===== config.mk =====
export PLATFORM = sky130hd
export DESIGN_NAME = ps2_host_tx
export DESIGN_NICKNAME = d
export VERILOG_FILES = /design/src/rtl/ps2_host_tx.sv
export SDC_FILE = /design/constraint.sdc
export NUM_CORES = 1
export LEC_CHECK = 0
export CORE_UTILIZATION = 45
export DETAILED_ROUTE_END_ITERATION = 16
export GPL_ROUTABILITY_DRIVEN = 0
export PLACE_DENSITY = 0.62
export SETUP_SLACK_MARGIN = 0.2
export SYNTH_ARGS = -nofsm -noshare
export SYNTH_HDL_FRONTEND = slang
export SYNTH_SLANG_ARGS = --single-unit

===== constraint.sdc =====
create_clock -name clk -period 2.1 [get_ports clk]
set_input_delay 0.42 -clock clk [delete_from_list [all_inputs] [get_ports clk]]
set_output_delay 0.42 -clock clk [all_outputs]
set_load 0.05 [all_outputs]

===== src/rtl/ps2_host_tx.sv =====
// PS/2 host-to-device transmitter: request-to-send, clocked frame out, ACK check.
// Lines are driven open-drain through output-enables; all outputs are registered.
module ps2_host_tx #(
    parameter int unsigned INHIBIT_CYC = 350,
    parameter int unsigned TIMEOUT_CYC = 52500
) (
    input  logic       clk,
    input  logic       nreset,
    input  logic [7:0] tx_data,
    input  logic       tx_valid,
    output logic       tx_ready,
    output logic       busy,
    output logic       tx_done,
    output logic       tx_error,
    input  logic       ps2_clk_in,
    input  logic       ps2_dat_in,
    output logic       ps2_clk_oe,
    output logic       ps2_dat_oe
);

    localparam int unsigned INH_W = (INHIBIT_CYC > 1) ? $clog2(INHIBIT_CYC) : 1;
    localparam int unsigned TMO_W = (TIMEOUT_CYC > 1) ? $clog2(TIMEOUT_CYC) : 1;
    localparam logic [INH_W-1:0] INH_LAST = INH_W'(INHIBIT_CYC - 1);
    localparam logic [TMO_W-1:0] TMO_LAST = TMO_W'(TIMEOUT_CYC - 1);

    typedef enum logic [2:0] {
        S_IDLE,
        S_INHIBIT,
        S_RTS,
        S_RELEASE,
        S_ACK,
        S_WAIT_IDLE
    } state_t;

    state_t           state_q;
    logic [7:0]       data_q;
    logic             par_q;
    logic [3:0]       bit_cnt_q;
    logic [INH_W-1:0] inh_q;
    logic [TMO_W-1:0] tmo_q;
    logic             tx_ready_q;
    logic             busy_q;
    logic             done_q;
    logic             err_q;
    logic             clk_oe_q;
    logic             dat_oe_q;

    logic clk_meta_q, clk_sync_q, clk_prev_q;
    logic dat_meta_q, dat_sync_q;

    logic fall;
    logic accept;
    logic tmo_hit;

    assign fall    = clk_prev_q & ~clk_sync_q;
    assign accept  = tx_valid & tx_ready_q;
    assign tmo_hit = (tmo_q == TMO_LAST);

    // Idle bus level is high, so synchronizers reset to 1 to avoid a false fall.
    always_ff @(posedge clk or negedge nreset) begin
        if (!nreset) begin
            clk_meta_q <= 1'b1;
            clk_sync_q <= 1'b1;
            clk_prev_q <= 1'b1;
            dat_meta_q <= 1'b1;
            dat_sync_q <= 1'b1;
        end else begin
            clk_meta_q <= ps2_clk_in;
            clk_sync_q <= clk_meta_q;
            clk_prev_q <= clk_sync_q;
            dat_meta_q <= ps2_dat_in;
            dat_sync_q <= dat_meta_q;
        end
    end

    always_ff @(posedge clk or negedge nreset) begin
        if (!nreset) begin
            state_q    <= S_IDLE;
            data_q     <= '0;
            par_q      <= 1'b0;
            bit_cnt_q  <= '0;
            inh_q      <= '0;
            tmo_q      <= '0;
            tx_ready_q <= 1'b1;
            busy_q     <= 1'b0;
            done_q     <= 1'b0;
            err_q      <= 1'b0;
            clk_oe_q   <= 1'b0;
            dat_oe_q   <= 1'b0;
        end else begin
            done_q <= 1'b0;
            err_q  <= 1'b0;
            case (state_q)
                S_IDLE: begin
                    if (accept) begin
                        data_q     <= tx_data;
                        par_q      <= ~^tx_data;
                        bit_cnt_q  <= '0;
                        inh_q      <= '0;
                        tmo_q      <= '0;
                        tx_ready_q <= 1'b0;
                        busy_q     <= 1'b1;
                        clk_oe_q   <= 1'b1;
                        dat_oe_q   <= 1'b0;
                        state_q    <= S_INHIBIT;
                    end else begin
                        tx_ready_q <= 1'b1;
                    end
                end
                S_INHIBIT: begin
                    if (inh_q == INH_LAST) begin
                        dat_oe_q <= 1'b1;
                        state_q  <= S_RTS;
                    end else begin
                        inh_q <= inh_q + 1'b1;
                    end
                end
                S_RTS: begin
                    clk_oe_q <= 1'b0;
                    tmo_q    <= '0;
                    state_q  <= S_RELEASE;
                end
                S_RELEASE, S_ACK, S_WAIT_IDLE: begin
                    // Timeout is checked first so it wins over a coincident fall.
                    if (tmo_hit) begin
                        clk_oe_q <= 1'b0;
                        dat_oe_q <= 1'b0;
                        err_q    <= 1'b1;
                        busy_q   <= 1'b0;
                        state_q  <= S_IDLE;
                    end else begin
                        tmo_q <= tmo_q + 1'b1;
                        case (state_q)
                            S_RELEASE: begin
                                if (fall) begin
                                    bit_cnt_q <= bit_cnt_q + 1'b1;
                                    if (bit_cnt_q < 4'd8) begin
                                        dat_oe_q <= ~data_q[bit_cnt_q[2:0]];
                                    end else if (bit_cnt_q == 4'd8) begin
                                        dat_oe_q <= ~par_q;
                                    end else begin
                                        dat_oe_q <= 1'b0;
                                        state_q  <= S_ACK;
                                    end
                                end
                            end
                            S_ACK: begin
                                if (fall) begin
                                    bit_cnt_q <= bit_cnt_q + 1'b1;
                                    if (dat_sync_q) begin
                                        err_q   <= 1'b1;
                                        busy_q  <= 1'b0;
                                        state_q <= S_IDLE;
                                    end else begin
                                        state_q <= S_WAIT_IDLE;
                                    end
                                end
                            end
                            S_WAIT_IDLE: begin
                                if (clk_sync_q && dat_sync_q) begin
                                    done_q  <= 1'b1;
                                    busy_q  <= 1'b0;
                                    state_q <= S_IDLE;
                                end
                            end
                            default: ;
                        endcase
                    end
                end
                default: state_q <= S_IDLE;
            endcase
        end
    end

    assign tx_ready   = tx_ready_q;
    assign busy       = busy_q;
    assign tx_done    = done_q;
    assign tx_error   = err_q;
    assign ps2_clk_oe = clk_oe_q;
    assign ps2_dat_oe = dat_oe_q;

endmodule


-- Yosys cells after proc, flatten, opt, wreduce, memory -nomap -nowiden
Index checks and enable logic that the tools add are counted.
- bits in registers: 52
- input port bits: 13
- word-level logic and storage cells: 120
- add/sub/neg operators: 3
- order comparisons: 2
- eq/ne operators: 25
- muxes and demuxes: 51
- bitwise gates (word level): 5
- reductions and logical operators: 17
- operators by type and width (operator ; count):
    case mux 16 bit (3 select lines) ; 1
    2-to-1 mux 16 bit ; 2
    inequality test 4 bit, second input constant ; 7
    2-to-1 mux 3 bit ; 9
    2-to-1 mux 1 bit ; 24
    2-to-1 mux 9 bit ; 2
    case mux 9 bit (2 select lines) ; 1
    adder 16 x 1 -> 16 bit, second input constant ; 1
    equality test 16 bit, second input constant ; 1
    2-to-1 mux 4 bit ; 4
    inequality test 2 bit, second input constant ; 7
    case mux 3 bit (4 select lines) ; 1
    AND reduction 5 bit ; 2
    adder 9 x 1 -> 9 bit, second input constant ; 1
    equality test 9 bit, second input constant ; 1
    case mux 3 bit (3 select lines) ; 1
    AND reduction 3 bit ; 3
    case mux 4 bit (2 select lines) ; 1
    AND reduction 8 bit ; 1
    XNOR reduction 8 bit ; 1
    equality test 3 x 2 -> 1 bit, second input constant ; 2
    equality test 3 bit, second input constant ; 2
    inequality test 3 bit, second input constant ; 2
    case mux 1 bit (3 select lines) ; 2
    other kinds (18) ; 24

-- Longest topological paths before layout
- depth after elaboration: 8
- depth in mapped cells: 8

-- Least setup slack after synthesis
No wires, ideal clock.
- path kind: reg-to-reg
- start point: register tx_ready_q (netlist: tx_ready)
- end point: register tmo_q[11]
- arrival: 1.979 ns
- required time: 2.022 ns
- setup slack: 0.043 ns
- cell stages (with the launch flop): 7
- period minus slack after synthesis: 2.057 ns
- cells stage by stage: dfstp_2 -> and3b_1 -> o21a_1 -> o21ai_2 -> buf_6 -> or4_1 -> a21oi_1
- cells in the longest elaborated chain, start to end: 3
- RTL lines (element ; line ; source):
    from (decl) ; 41 ; logic tx_ready_q;
    from (signal assigned) ; 84 ; tx_ready_q <= 1'b1;
    from (signal assigned) ; 101 ; tx_ready_q <= 1'b0;
    from (signal assigned) ; 107 ; tx_ready_q <= 1'b1;
    bitwise AND 1 bit ; 56 ; assign accept = tx_valid & tx_ready_q;
    inequality test 2 bit (no source line) ; - ;
    AND reduction 3 bit (no source line) ; - ;
    to (signal assigned) ; 132 ; tmo_q <= tmo_q + 1'b1;
    to (decl) ; 40 ; logic [TMO_W-1:0] tmo_q;
Every way passes these cells.
A chain may end at the register's enable or synchronous reset.

-- Worst setup path in the final report
- start point: register tmo_q[9]
- end point: register bit_cnt_q[1]
- cells in the longest elaborated chain, start to end: 3
- RTL lines (element ; line ; source):
    equality test 16 bit ; 57 ; assign tmo_hit = (tmo_q == TMO_LAST);
    inequality test 2 bit (no source line) ; - ;
    AND reduction 5 bit (no source line) ; - ;
    to (signal assigned) ; 136 ; bit_cnt_q <= bit_cnt_q + 1'b1;
    to (signal assigned) ; 149 ; bit_cnt_q <= bit_cnt_q + 1'b1;
    to (decl) ; 38 ; logic [3:0] bit_cnt_q;
Every way passes these cells.

==> metrics.md <==
| Metric | Value |
|---|---|
| Synth Area in Adders | 2.19% |
| Layout Utilization | 62.9% |
| RSZ-0062 raised after global routing | yes |
| Total track usage | 20.3% |
| Via-per-instance ratio | 5.83 |
| Relative slew slack | 55.8% |
| M3 GR Usage | about 2.9% |
| Root Buffer | clkbuf_8 |
| Grt met1 use | about a quarter |
| Final worst path period share | 93.0% |
| Sequential share of the synthesized area | 45.7% |
| WS Path Type | reg2reg |
| CP endpoint kind | register |
| Avg Cell Area, Syn | about 10 sq um |
| H-tree depth | 2 |
| Pin count of the biggest net entering global routing | 32 |
| Design Area, Final | 0.00379 sq mm |
| Worst Setup Slack, final | 0.147 ns |
| Core area | 0.00603 sq mm |
| DRT Pass-1 Iters | 4 |
| EDFF count, synth | 0 |
| Critical Path Fanout Max | 9 |
| Avg WL per Cell | 16.3 um |
| Final clock skew | between 0.004 and 0.005 ns |
| Die H | 81.7 um |
| Slew Limit Fails | 0 |
| Final min period | 1.95 ns |
| Clock network fraction of total power | 24.2% |
| Most used DFF post-synth | dfrtp_1 |
| DP Area | 0.00326 sq mm |
| Asr flop ratio synth | 100% |
| Met2 Usage GRT | 35.0% |
| # diodes | 0 |
| # setup viols final | 0 |
| Cells after synthesis | 280 |
| Pint | roughly 2.1 mW |
| Cts bufs inserted | 5 |
| Pwr Total | slightly above 3 mW |
| Leak Pwr | 1.62 nW |
| Final Hold Vio Count | 0 |
| Initial antenna violation count | 0 |
| Maxcap violations | 0 |
| Die W | ~82 um |
| Worst path required time | ~2.3 ns |
| Synth Area in Compound Gates | 15.4% |
| Pwr/cell area | 813 mW/mm^2 |
| Post-Layout Cell Count | 418 |
| Total gr overflow | 0 |
| Max VDD drop | 0.674 mV |
| Vias post-DR | 2436 |
| # clock sinks | 52 |
| I/O pins | 19 |
| HP Class | in2async |
| Layout cells sized above 1 | between 30% and 40% |
| Number of hold buffers added after cts | 0 |
| Starting Density | 47.5% |
| Clk slew on worst S/H paths | 0.09 ns |
| Detail Placement HPWL | 4380 um |
| TritonCTS clock tree | built |
| Sequential share of power | 42.2% |
| Yosys warns | 0 |
| Post-Syn Nets | 298 |
| Routed wire length | 6800 um |
| Clk Latency, worst-skew pair | 0.30 ns |
| Net Sw Frac | between 30% and 40% |
| Logic pwr share | between 30 and 40% |
| Simple-gate area share of the yosys netlist | 20.5% |
| Filler instances | 520 |
| XOR/XNOR Fraction of Synth Area | under 10% |
| Die area | about 0.0067 sq mm |
| CTS Buffer Depth | 2 |
| DRC | 0 |
| Post-layout net count | 360 |
| Pre-CTS WS | -0.165 ns |
| Vias in the first global route | 2221 |
| Cell area after synthesis | 0.00286 sq mm |
| Yosys cell types | 61 |
| Seq cells post-synth | 52 |
| # rows | 28 |
| Least-Margin Pin Slew | 0.662 ns |
| Grt peak-use layer | met2 |
| First-pass GRT wire length | 10300 um |
| Critical Path AT | between 2 and 2.5 ns |
| Main combinational cell family by area after synthesis | simple AND/OR/NAND/NOR gates |
| Placed cell count | between 300 and 400 |
| Post-route ant nets | 0 |
| Area Growth Syn to Fin | 32.5% |
| Port Buffers | 18 |
| Max Clock Freq | slightly above 500 MHz |
| Mux cell area share after synthesis | between 6 and 7% |
| DRT iter0 DRCs | 93 |
| Status | completed |
| Worst setup SP type | register |
| Switch Pwr | 0.980 mW |
==> worst paths after layout <==
path / from / end / slack (ns) / cells after the start
hold / removal: nreset / tmo_q[14] / 0.09 / 1
hold reg to reg: clk_meta_q / clk_sync_q / 0.36 / 0
max in group asynchronous: nreset / clk_prev_q / 1.38 / 2
setup / recovery: tmo_q[9] / bit_cnt_q[1] / 0.15 / 5
setup reg to reg: tmo_q[9] / bit_cnt_q[1] / 0.15 / 5
min in group clk: clk_meta_q / clk_sync_q / 0.36 / 0
==> per-stage QoR <==
stage	hold WS, ns	TNS, ns
after CTS	0.104	0
after global placement	0.346	-0.406
final	0.0939	0
after detailed placement	0.348	-1.88
after global routing	0.130	0
after floorplan	0.124	0
==> worst max-delay path: stages (launching register included) <==
cell,delay (ns)
dfrtp_2,0.46
or4b_4,0.54
nor4_4,0.28
buf_12,0.17
nor2_1,0.07
mux2_1,0.31
==> cells in the mapped netlist, types with 3 or more instances <==
library cell	count	area share, %
mux2_2	10	3.9
ha_1	5	2.2
a2111oi_0	3	0.92
dfstp_2	6	5.5
xor2_1	9	2.8
nand4_1	7	1.5
nand2b_1	5	1.1
a211oi_1	3	0.79
and2_1	4	0.87
nand3_1	7	1.2
clkbuf_1	8	1.0
o21ai_0	8	1.4
nor2_1	24	3.1
a21oi_1	16	2.8
dfrtp_1	46	40
a31oi_1	3	0.66
or4_1	7	1.8
xnor2_1	11	3.4
o31ai_1	9	2.4
nor3_1	5	0.87
inv_1	9	1.2
nand2_1	17	2.2
nand3b_1	3	0.79
and3_1	8	1.7
==> what timing repair did <==
item,CTS,global route
gates cloned,0,1
pin swaps,2,18
setup buffers,8,19
resized for setup,7,45
setup endpoints to repair,20,27
==> power by group through the flow <==
stage	Clock, mW	Sequential, mW	Combinational (mW)
floorplan	0	1.38	0.536
global placement	0	1.33	0.891
detailed placement	0	1.33	0.907
CTS	0.766	1.31	0.912
global route	0.807	1.32	1.13
finish	0.746	1.30	1.04
==> layout by cell type, fill, tap and decap left out, types with 9 or more instances in the layout <==
cell and n:
a21oi_1 11, buf_4 43, clkdlybuf4s50_1 11, dfrtp_1 41, inv_1 9, mux2_2 9, nand2_1 16, nor2_1 23
o31ai_1 9, xnor2_1 11, xor2_1 9
==> cells by family (layout without fill, tap and decap cells) <==
logic type,count (synthesis),in the layout
compound gates,64,65
xor+xnor,20,20
fa+ha+maj,5,5
buf+inv,22,84
flops,52,52
mux,15,15
simple gates,102,102
==> state kept, by name, indices dropped and copies added (netlist names), 3 cells and up <==
name,cells
tmo_q,16
inh_q,9
data_q,8
state_q,3
bit_cnt_q,4
==> metal layers <==
metal | vias up | share of wire (%)
met3 | 18 | 2.7
met2 | 41 | 51
met4 | 0 | 3.1
li1 | 1163 | -
met1 | 1214 | 43
met5 | - | 0
==> final cells by class <==
type | instances | area [sq um] | area share [%]
clock buffers | 7 | 96.3 | 2.54
clock inverters | 1 | 30.0 | 0.792
inverters | 9 | 33.8 | 0.891
multi-input cells | 207 | 1630 | 43.1
flip-flops and latches | 52 | 1320 | 34.7
well taps | 75 | 93.8 | 2.48
repair buffers | 67 | 589 | 15.5
(Power assumes the default switching activity.)
